$ cat config.mk
export PLATFORM = sky130hd
export DESIGN_NAME = axi_read_master
export DESIGN_NICKNAME = d
export VERILOG_FILES = /design/src/rtl/axi_pkg.sv /design/src/rtl/axi_read_master.sv
export SDC_FILE = /design/constraint.sdc
export NUM_CORES = 1
export LEC_CHECK = 0
export ABC_CLOCK_PERIOD_IN_PS = 4100
export CAP_MARGIN = 20
export CORE_UTILIZATION = 47
export CTS_CLUSTER_SIZE = 40
export DETAILED_ROUTE_END_ITERATION = 16
export GPL_TIMING_DRIVEN = 0
export PLACE_DENSITY = 0.86
export SLEW_MARGIN = 5
export SYNTH_ARGS = -nofsm -noshare
export SYNTH_HDL_FRONTEND = slang
export SYNTH_SLANG_ARGS = --single-unit
$ cat constraint.sdc
create_clock -name m00_axi_aclk -period 4.1 [get_ports m00_axi_aclk]
set_input_delay 0.41 -clock m00_axi_aclk [delete_from_list [all_inputs] [get_ports m00_axi_aclk]]
set_output_delay 0.41 -clock m00_axi_aclk [all_outputs]
set_load 0.005 [all_outputs]
$ cat src/rtl/axi_pkg.sv
// Shared AXI definitions for the m00_axi read/write masters: the read-side
// state encoding and the fixed AXI field encodings used on the AR channel.
package axi_pkg;

    typedef enum logic [1:0] {
        IDLE      = 2'd0,
        SEND_ADDR = 2'd1,
        GET_DATA  = 2'd2,
        DONE      = 2'd3
    } ReadState_t;

    localparam logic [1:0] AXI_BURST_INCR = 2'b01;
    localparam logic [2:0] AXI_SIZE_4B    = 3'b010;
    localparam logic [1:0] AXI_RESP_OKAY  = 2'b00;

endpackage

$ cat src/rtl/axi_read_master.sv
// Single-ID AXI4 read master: fetches read_data_len_in consecutive 32-bit
// words starting at read_addr_in, one single-beat AXI transaction per word,
// and streams each word out with a one-cycle read_valid_out strobe.
// Optional feature macro: AXI_READ_RESP_CHECK_EN enables a sticky
// read_err_out flag for non-OKAY read responses; otherwise it is tied to 0.
module axi_read_master
    import axi_pkg::*;
#(
    parameter logic [31:0] ADDR_INC = 32'd4,
    parameter logic [5:0]  AR_ID    = 6'd0
) (
    input  logic        m00_axi_aclk,
    input  logic        m00_axi_aresetn,

    input  logic        read_en_in,
    input  logic [31:0] read_addr_in,
    input  logic [31:0] read_data_len_in,
    output logic [31:0] read_data_out,
    output logic        read_valid_out,
    output logic        read_done_out,
    output logic        read_err_out,

    output logic [5:0]  m00_axi_arid,
    output logic [31:0] m00_axi_araddr,
    output logic [3:0]  m00_axi_arlen,
    output logic [2:0]  m00_axi_arsize,
    output logic [1:0]  m00_axi_arburst,
    output logic        m00_axi_arlock,
    output logic [3:0]  m00_axi_arcache,
    output logic [2:0]  m00_axi_arprot,
    output logic [3:0]  m00_axi_arqos,
    output logic        m00_axi_arvalid,
    input  logic        m00_axi_arready,

    input  logic [5:0]  m00_axi_rid,
    input  logic [31:0] m00_axi_rdata,
    input  logic [1:0]  m00_axi_rresp,
    input  logic        m00_axi_rlast,
    input  logic        m00_axi_rvalid,
    output logic        m00_axi_rready
);

    ReadState_t  state;
    ReadState_t  next_state;
    logic [31:0] curr_addr;
    logic [31:0] remaining;
    logic        start;
    logic        beat;

    // rid and rlast are deliberately not checked: every accepted beat ends
    // its single-beat transaction.
    logic        unused_r_fields;
    assign unused_r_fields = ^{m00_axi_rid, m00_axi_rlast};

    assign start = (state == IDLE) && read_en_in;
    assign beat  = (state == GET_DATA) && m00_axi_rvalid;

    // State register.
    always_ff @(posedge m00_axi_aclk or negedge m00_axi_aresetn) begin
        if (!m00_axi_aresetn) begin
            state <= IDLE;
        end else begin
            state <= next_state;
        end
    end

    // Next-state logic: one AR then one R beat per word, DONE for one cycle.
    always_comb begin
        next_state = state;
        case (state)
            IDLE: begin
                if (read_en_in) begin
                    next_state = (read_data_len_in == 32'd0) ? DONE : SEND_ADDR;
                end
            end
            SEND_ADDR: begin
                if (m00_axi_arready) begin
                    next_state = GET_DATA;
                end
            end
            GET_DATA: begin
                if (m00_axi_rvalid) begin
                    next_state = (remaining == 32'd0) ? DONE : SEND_ADDR;
                end
            end
            DONE: begin
                next_state = IDLE;
            end
            default: begin
                next_state = IDLE;
            end
        endcase
    end

    // AR/R handshake controls are decoded straight from the state so the
    // address stays on the bus, unchanged, until arready is seen.
    always_comb begin
        m00_axi_arvalid = (state == SEND_ADDR);
        m00_axi_araddr  = (state == SEND_ADDR) ? curr_addr : 32'd0;
        m00_axi_rready  = (state == GET_DATA);
        read_done_out   = (state == DONE);
    end

    assign m00_axi_arid    = AR_ID;
    assign m00_axi_arlen   = 4'd0;
    assign m00_axi_arsize  = AXI_SIZE_4B;
    assign m00_axi_arburst = AXI_BURST_INCR;
    assign m00_axi_arlock  = 1'b0;
    assign m00_axi_arcache = 4'd0;
    assign m00_axi_arprot  = 3'd0;
    assign m00_axi_arqos   = 4'd0;

    // Address/word counter and captured read data; the counter holds
    // "words left after the current one", so zero marks the last beat.
    always_ff @(posedge m00_axi_aclk or negedge m00_axi_aresetn) begin
        if (!m00_axi_aresetn) begin
            curr_addr      <= 32'd0;
            remaining      <= 32'd0;
            read_data_out  <= 32'd0;
            read_valid_out <= 1'b0;
        end else begin
            read_valid_out <= beat;
            if (start) begin
                curr_addr <= read_addr_in;
                remaining <= read_data_len_in - 32'd1;
            end else if (beat) begin
                read_data_out <= m00_axi_rdata;
                if (remaining != 32'd0) begin
                    remaining <= remaining - 32'd1;
                    curr_addr <= curr_addr + ADDR_INC;
                end
            end
        end
    end

`ifdef AXI_READ_RESP_CHECK_EN
    // Sticky response error: cleared by an accepted start, set by any
    // accepted beat whose response is not OKAY.
    always_ff @(posedge m00_axi_aclk or negedge m00_axi_aresetn) begin
        if (!m00_axi_aresetn) begin
            read_err_out <= 1'b0;
        end else if (start) begin
            read_err_out <= 1'b0;
        end else if (beat && (m00_axi_rresp != AXI_RESP_OKAY)) begin
            read_err_out <= 1'b1;
        end
    end
`else
    logic unused_rresp;
    assign unused_rresp = ^m00_axi_rresp;
    assign read_err_out = 1'b0;
`endif

endmodule

# After elaboration in Yosys (flattened, before gate mapping)
# Cells that the tools add are included.
[word_totals]
ff_bits = 99
elab_cells = 39
[classes]
n_addsub = 3
eq_ne = 6
mux = 13
bitwise_logic = 1
n_reduce_logical = 11
[op_table]
columns = ["operator", "count"]
rows = [
  ["32-bit 2-to-1 mux", 7],
  ["32-bit logical NOT", 2],
  ["32-bit by 1-bit subtractor with 32-bit output (second input constant)", 2],
  ["32-bit by 3-bit adder with 32-bit output (second input constant)", 1],
  ["32-bit nonzero test", 1],
  ["2-bit 2-to-1 mux", 5],
  ["2-bit one-hot mux with 4 select lines", 1],
  ["2-bit == test (second input constant)", 2],
  ["2-bit != test (second input constant)", 2],
  ["2-bit AND reduction", 2],
  ["2-bit nonzero test", 2],
  ["3-bit AND reduction", 1],
  ["2-bit by 1-bit == test with 1-bit output (second input constant)", 1],
  ["1-bit logical AND", 2],
  ["2-bit logical NOT", 1],
  ["2-bit by 1-bit != test with 1-bit output (second input constant)", 1],
  ["1-bit inverter", 1],
]

# Longest topological paths before layout
[depth]
word_depth = 4
mapped_depth = 16

# Least setup slack after synthesis
# OpenSTA, ideal clock, no wires.
[synth_path]
kind = "reg-to-reg"
from = "reg state[0]"
to = "reg remaining[24]"
arrival_time_ps = 3652
setup_slack_ps = 344
path_stages_with_launch = 17
path_buffers = 7
synth_period_minus_slack_ps = 3756
path_cell_list = "dfrtp_1 buf_2 or3b_1 buf_2 clkbuf_1 clkbuf_1 clkbuf_1 mux2i_1 ha_1 clkbuf_1 nor3b_1 nand4_1 a22o_1 clkbuf_1 nor4_1 nor3_1 a221oi_1"
[synth_via]
elab_chain_cells = 4
elab_cells_between_ends = 8
cone_classes = "eq/ne (1); mux (1); reduce/logical (6)"
[synth_lines]
columns = ["element", "line", "rtl"]
rows = [
  ["start, declared", "axi_read_master.sv:43", "ReadState_t state;"],
  ["start signal, assigned", "axi_read_master.sv:63", "state <= next_state;"],
  ["2-bit == test / 2-bit logical NOT (equally long branches)", "axi_read_master.sv:56, axi_read_master.sv:55", ""],
  ["1-bit logical AND, on equally long branches", "axi_read_master.sv:56, axi_read_master.sv:55", ""],
  ["2-bit nonzero test (no source line)", "n/a", ""],
  ["2-bit AND reduction (no source line)", "n/a", ""],
  ["end signal, assigned", "axi_read_master.sv:125", "remaining <= read_data_len_in - 32'd1;"],
  ["end signal, assigned", "axi_read_master.sv:129", "remaining <= remaining - 32'd1;"],
  ["end, declared", "axi_read_master.sv:46", "logic [31:0] remaining;"],
]
# Several ways; a longest one is shown, not always the timed one.
# A chain may end at the register's enable or synchronous reset.

# Worst setup path after layout
[layout_path]
from = "in read_en_in"
to = "reg remaining[24]"
[layout_via]
elab_chain_cells = 3
elab_cells_between_ends = 5
cone_classes = "mux (1); reduce/logical (4)"
[layout_lines]
columns = ["element", "line", "rtl"]
rows = [
  ["start, declared", "axi_read_master.sv:15", "input logic read_en_in,"],
  ["1-bit logical AND (*)", "axi_read_master.sv:55", "assign start = (state == IDLE) && read_en_in;"],
  ["2-bit nonzero test (no source line)", "n/a", ""],
  ["2-bit AND reduction (no source line)", "n/a", ""],
]
# Mark *: on every way between the ends. The rest lies on a longest branch, timed or not.

==> results.cfg <==
[sta]
min_period_ns = 3.93
fin_skew_ns = 0.00751
worst_pin_slew_ns = 1.04
final_max_slew_viol_count = 0
max_freq_mhz = 255
hold_viol_final = 0
holdWs_ns = 0.0352
slew_headroom_pct = 30.1
setup_viol = 0
setup_ws_ns = 0.174
post-route-period-util_pct = 95.8

[global_route]
grt_pass1_vias = 6027
grt_max_degree = 63
antenna_found_initial = 0
grtUsageTotal_pct = 27.4
grt_pass1_wl_mm = 30.5
grt-ovfl-total = 0

[routing]
routedWlPerCell_um = 16.7
avgViaCountPerCell = 5.52
drtIter0Drc = 540
drc = 0
wl_mm = 19.0
drt_pre_antenna_iters = 6
vias = 6278
drtAntennaViolNets = 0

[floorplan]
die_h_um = 118
dieArea_um2 = 13900
die_w_um = 118
ios = 206
rows = 41
core_um2 = 12900
initial_core_util_pct = 49.0

[pwr]
switching_power_mw = 1.89
switching_share_pct = 38.2
pwr-share-comb_pct = 43.8
p_leak_nw = 3.52
internal_power_mw = 3.06
seqPwrFrac_pct = 38.0
power_density_nw_per_um2 = 570
clkPwrFrac_pct = 18.2
ir_drop_mv = 0.399

[critical_path]
cp_common_cell = buf_2
r2r_end = remaining[24]
startpoint = read_en_in
required_ns = 4.35
path_max_fanout = 19
r2r_setup_slack_ns = 0.24
crit_path_start_kind = input port
critical_path_buf_inv_count = 5
path_delay_family = buffers and inverters
r2r-start = state[1]
reg2reg_depth = 14
critical_path.slowest_cell = clkdlybuf4s50_1
path_cells = clkdlybuf4s50_1, or3b_1, buf_2, clkbuf_4, buf_2, mux2i_1, ha_2, nor3b_1, nand4_1, a22o_1, clkbuf_1, nor4_2, nor3_1, a221oi_1
critPathMaxStageDelay_ns = 0.54
critPathArrivalTime_ns = 4.18
end_kind = flop
crit_type = in2reg

[clock_tree]
clk_path_buf_depth = 2
path_clk_slew_ns = 0.07
cts_inserted_buffers = 9
postCtsHoldBufs = 0
clkSinkCount = 99
cts_max_level = 3
clk_latency_ns = 0.36
cts_root_buffer = clkbuf_16
cts_tree = done

[placement]
place.gp.congestion = 0.948
dp_cells = 1119
hpwl_mm = 13.9
io_buffers = 168
preCtsSetupSlack_ns = -1.16
placed_cell_area_um2 = 8330

[logic_synthesis]
ys_async_sr_fraction_pct = 100
avgSynthCellArea_um2 = 8.39
yosysTopAreaCell = dfrtp_1
synth-main-ff-cell = dfrtp_1
synthTopCellsByCount = 148 x nand2_1, 99 x dfrtp_1, 57 x xor2_1
ys_warn_count = 0
synth_area_leaders = dfrtp_1 39%, nand2_1 8.8%, xor2_1 7.9%, and2_1 3.7%, buf_4 3.5%
synth_edf_count = 0
synth_most_common_cell = nand2_1
ys_types = 54
ys_seq_elements = 99
seq_area_frac_synth_pct = 39.3
syn_area_um2 = 6310
yosysTopAreaCellShare_pct = 39.3
synthCells = 752

[cells_and_area]
final_util_pct = 67.5
drive_above_1_share_pct = 7.77
final_nets = 1072
fin_area_um2 = 8690
fillers = 1057
instances_no_fill = 1137
area_growth_pct = 37.8
antenna_cells = 0

[flow_run]
cap_violations = 0

[hold_path]
hold_path.class = in2async

[run_status]
status = complete, no violations
-- registers in the layout, summed over array words and instances, names as in the netlist --
name and count:
curr_addr 32, remaining 32, state 2, read_valid_out 1, read_data_out 32
-- placed cells by master (no fill, tap or decap), types with 9 or more instances in the layout --
cell type        Yosys  routed
o21ai_1             17      17
nand3_1             33      33
o21ai_0             21      21
dfrtp_1             99      99
and3_1              11      11
and2_1              37      37
clkbuf_1            32      27
a21oi_1             19      19
nor4_1              18      15
clkbuf_16            0       9
or3_1               13      13
xor2_1              57      57
buf_4               29      34
clkdlybuf4s50_1      0     167
mux2i_1             19      19
conb_1               2      28
xnor2_1             24      24
nor3_1              26      25
nand4_1             29      29
nor2_1              44      44
nand2_1            148     148
-- layout make-up --
type / count / area (µm²) / area share, %
Buffer: 69 / 415 / 4.78
Clock buffer: 9 / 225 / 2.59
Clock inverter: 7 / 81.3 / 0.936
Inverter: 4 / 15.0 / 0.173
Multi-Input combinational cell: 604 / 3520 / 40.5
Sequential cell: 99 / 2480 / 28.5
Tap cell: 172 / 215 / 2.48
Timing Repair Buffer: 173 / 1740 / 20.0
-- power by group through the flow --
stage          logic (mW)  clock network (mW)  registers (mW)
4_1_cts              2.14               0.910            1.87
6_report             2.17               0.902            1.88
3_5_place_dp         2.12                   0            1.88
5_1_grt              2.38               0.949            1.94
2_1_floorplan        1.12                   0            1.79
3_3_place_gp         2.06                   0            1.86
-- worst register-to-register path: stages (launching register included) --
cell and delay [ns]:
dfrtp_1 0.36, buf_2 0.16, or3b_1 0.36, buf_2 0.17, clkbuf_4 0.25, buf_2 0.26
mux2i_1 0.21, ha_2 0.29, nor3b_1 0.20, nand4_1 0.24, a22o_1 0.36, clkbuf_1 0.25
nor4_2 0.32, nor3_1 0.08, a221oi_1 0.24
-- routing by layer --
metal / track usage, % / wire length (µm)
met1: 35.0 / 7810
met2: 45.9 / 9190
met3: 7.03 / 1610
met4: 7.13 / 358
met5: 0 / 0
-- cells by family (layout without fill, tap and decap cells) --
group / count (synthesis) / count (layout) / share of synthesized area, %
AO/OA/AOI/OAI: 81 / 81 / 7.56
XOR/XNOR: 81 / 81 / 11.2
adder cells (fa/ha/maj): 2 / 2 / 0.397
buffers and inverters: 75 / 262 / 6.84
flip-flops: 99 / 99 / 39.3
multiplexers: 21 / 21 / 3.37
other: 2 / 28 / 0.119
AND/OR/NAND/NOR: 391 / 391 / 31.2
-- worst max-delay path by stage --
stage | to | slack (ns) | depth (start not counted)
finish | remaining[24] | 0.17 | 14
global route | remaining[24] | -0.006 | 14
CTS | remaining[28] | 0.03 | 14
detailed placement | remaining[24] | -1.16 | 16
global placement | read_data_out[6] | -1.21 | 1
floorplan | remaining[24] | 0.34 | 16
-- stage by stage --
step / power (mW) / TNS, ns
2_1_floorplan: 2.91 / 0
3_3_place_gp: 3.92 / -127.63
3_5_place_dp: 4.00 / -10.37
4_1_cts: 4.92 / 0
5_1_grt: 5.27 / -0.00596
6_report: 4.95 / 0
-- timing repair --
item                                    CTS  global route
endpoints found under the setup margin   10             8
pin swaps                                 0             0
setup buffers                             0             4
cloned                                    0             0
resized for setup                         4             8
(Power assumes the default switching activity.)
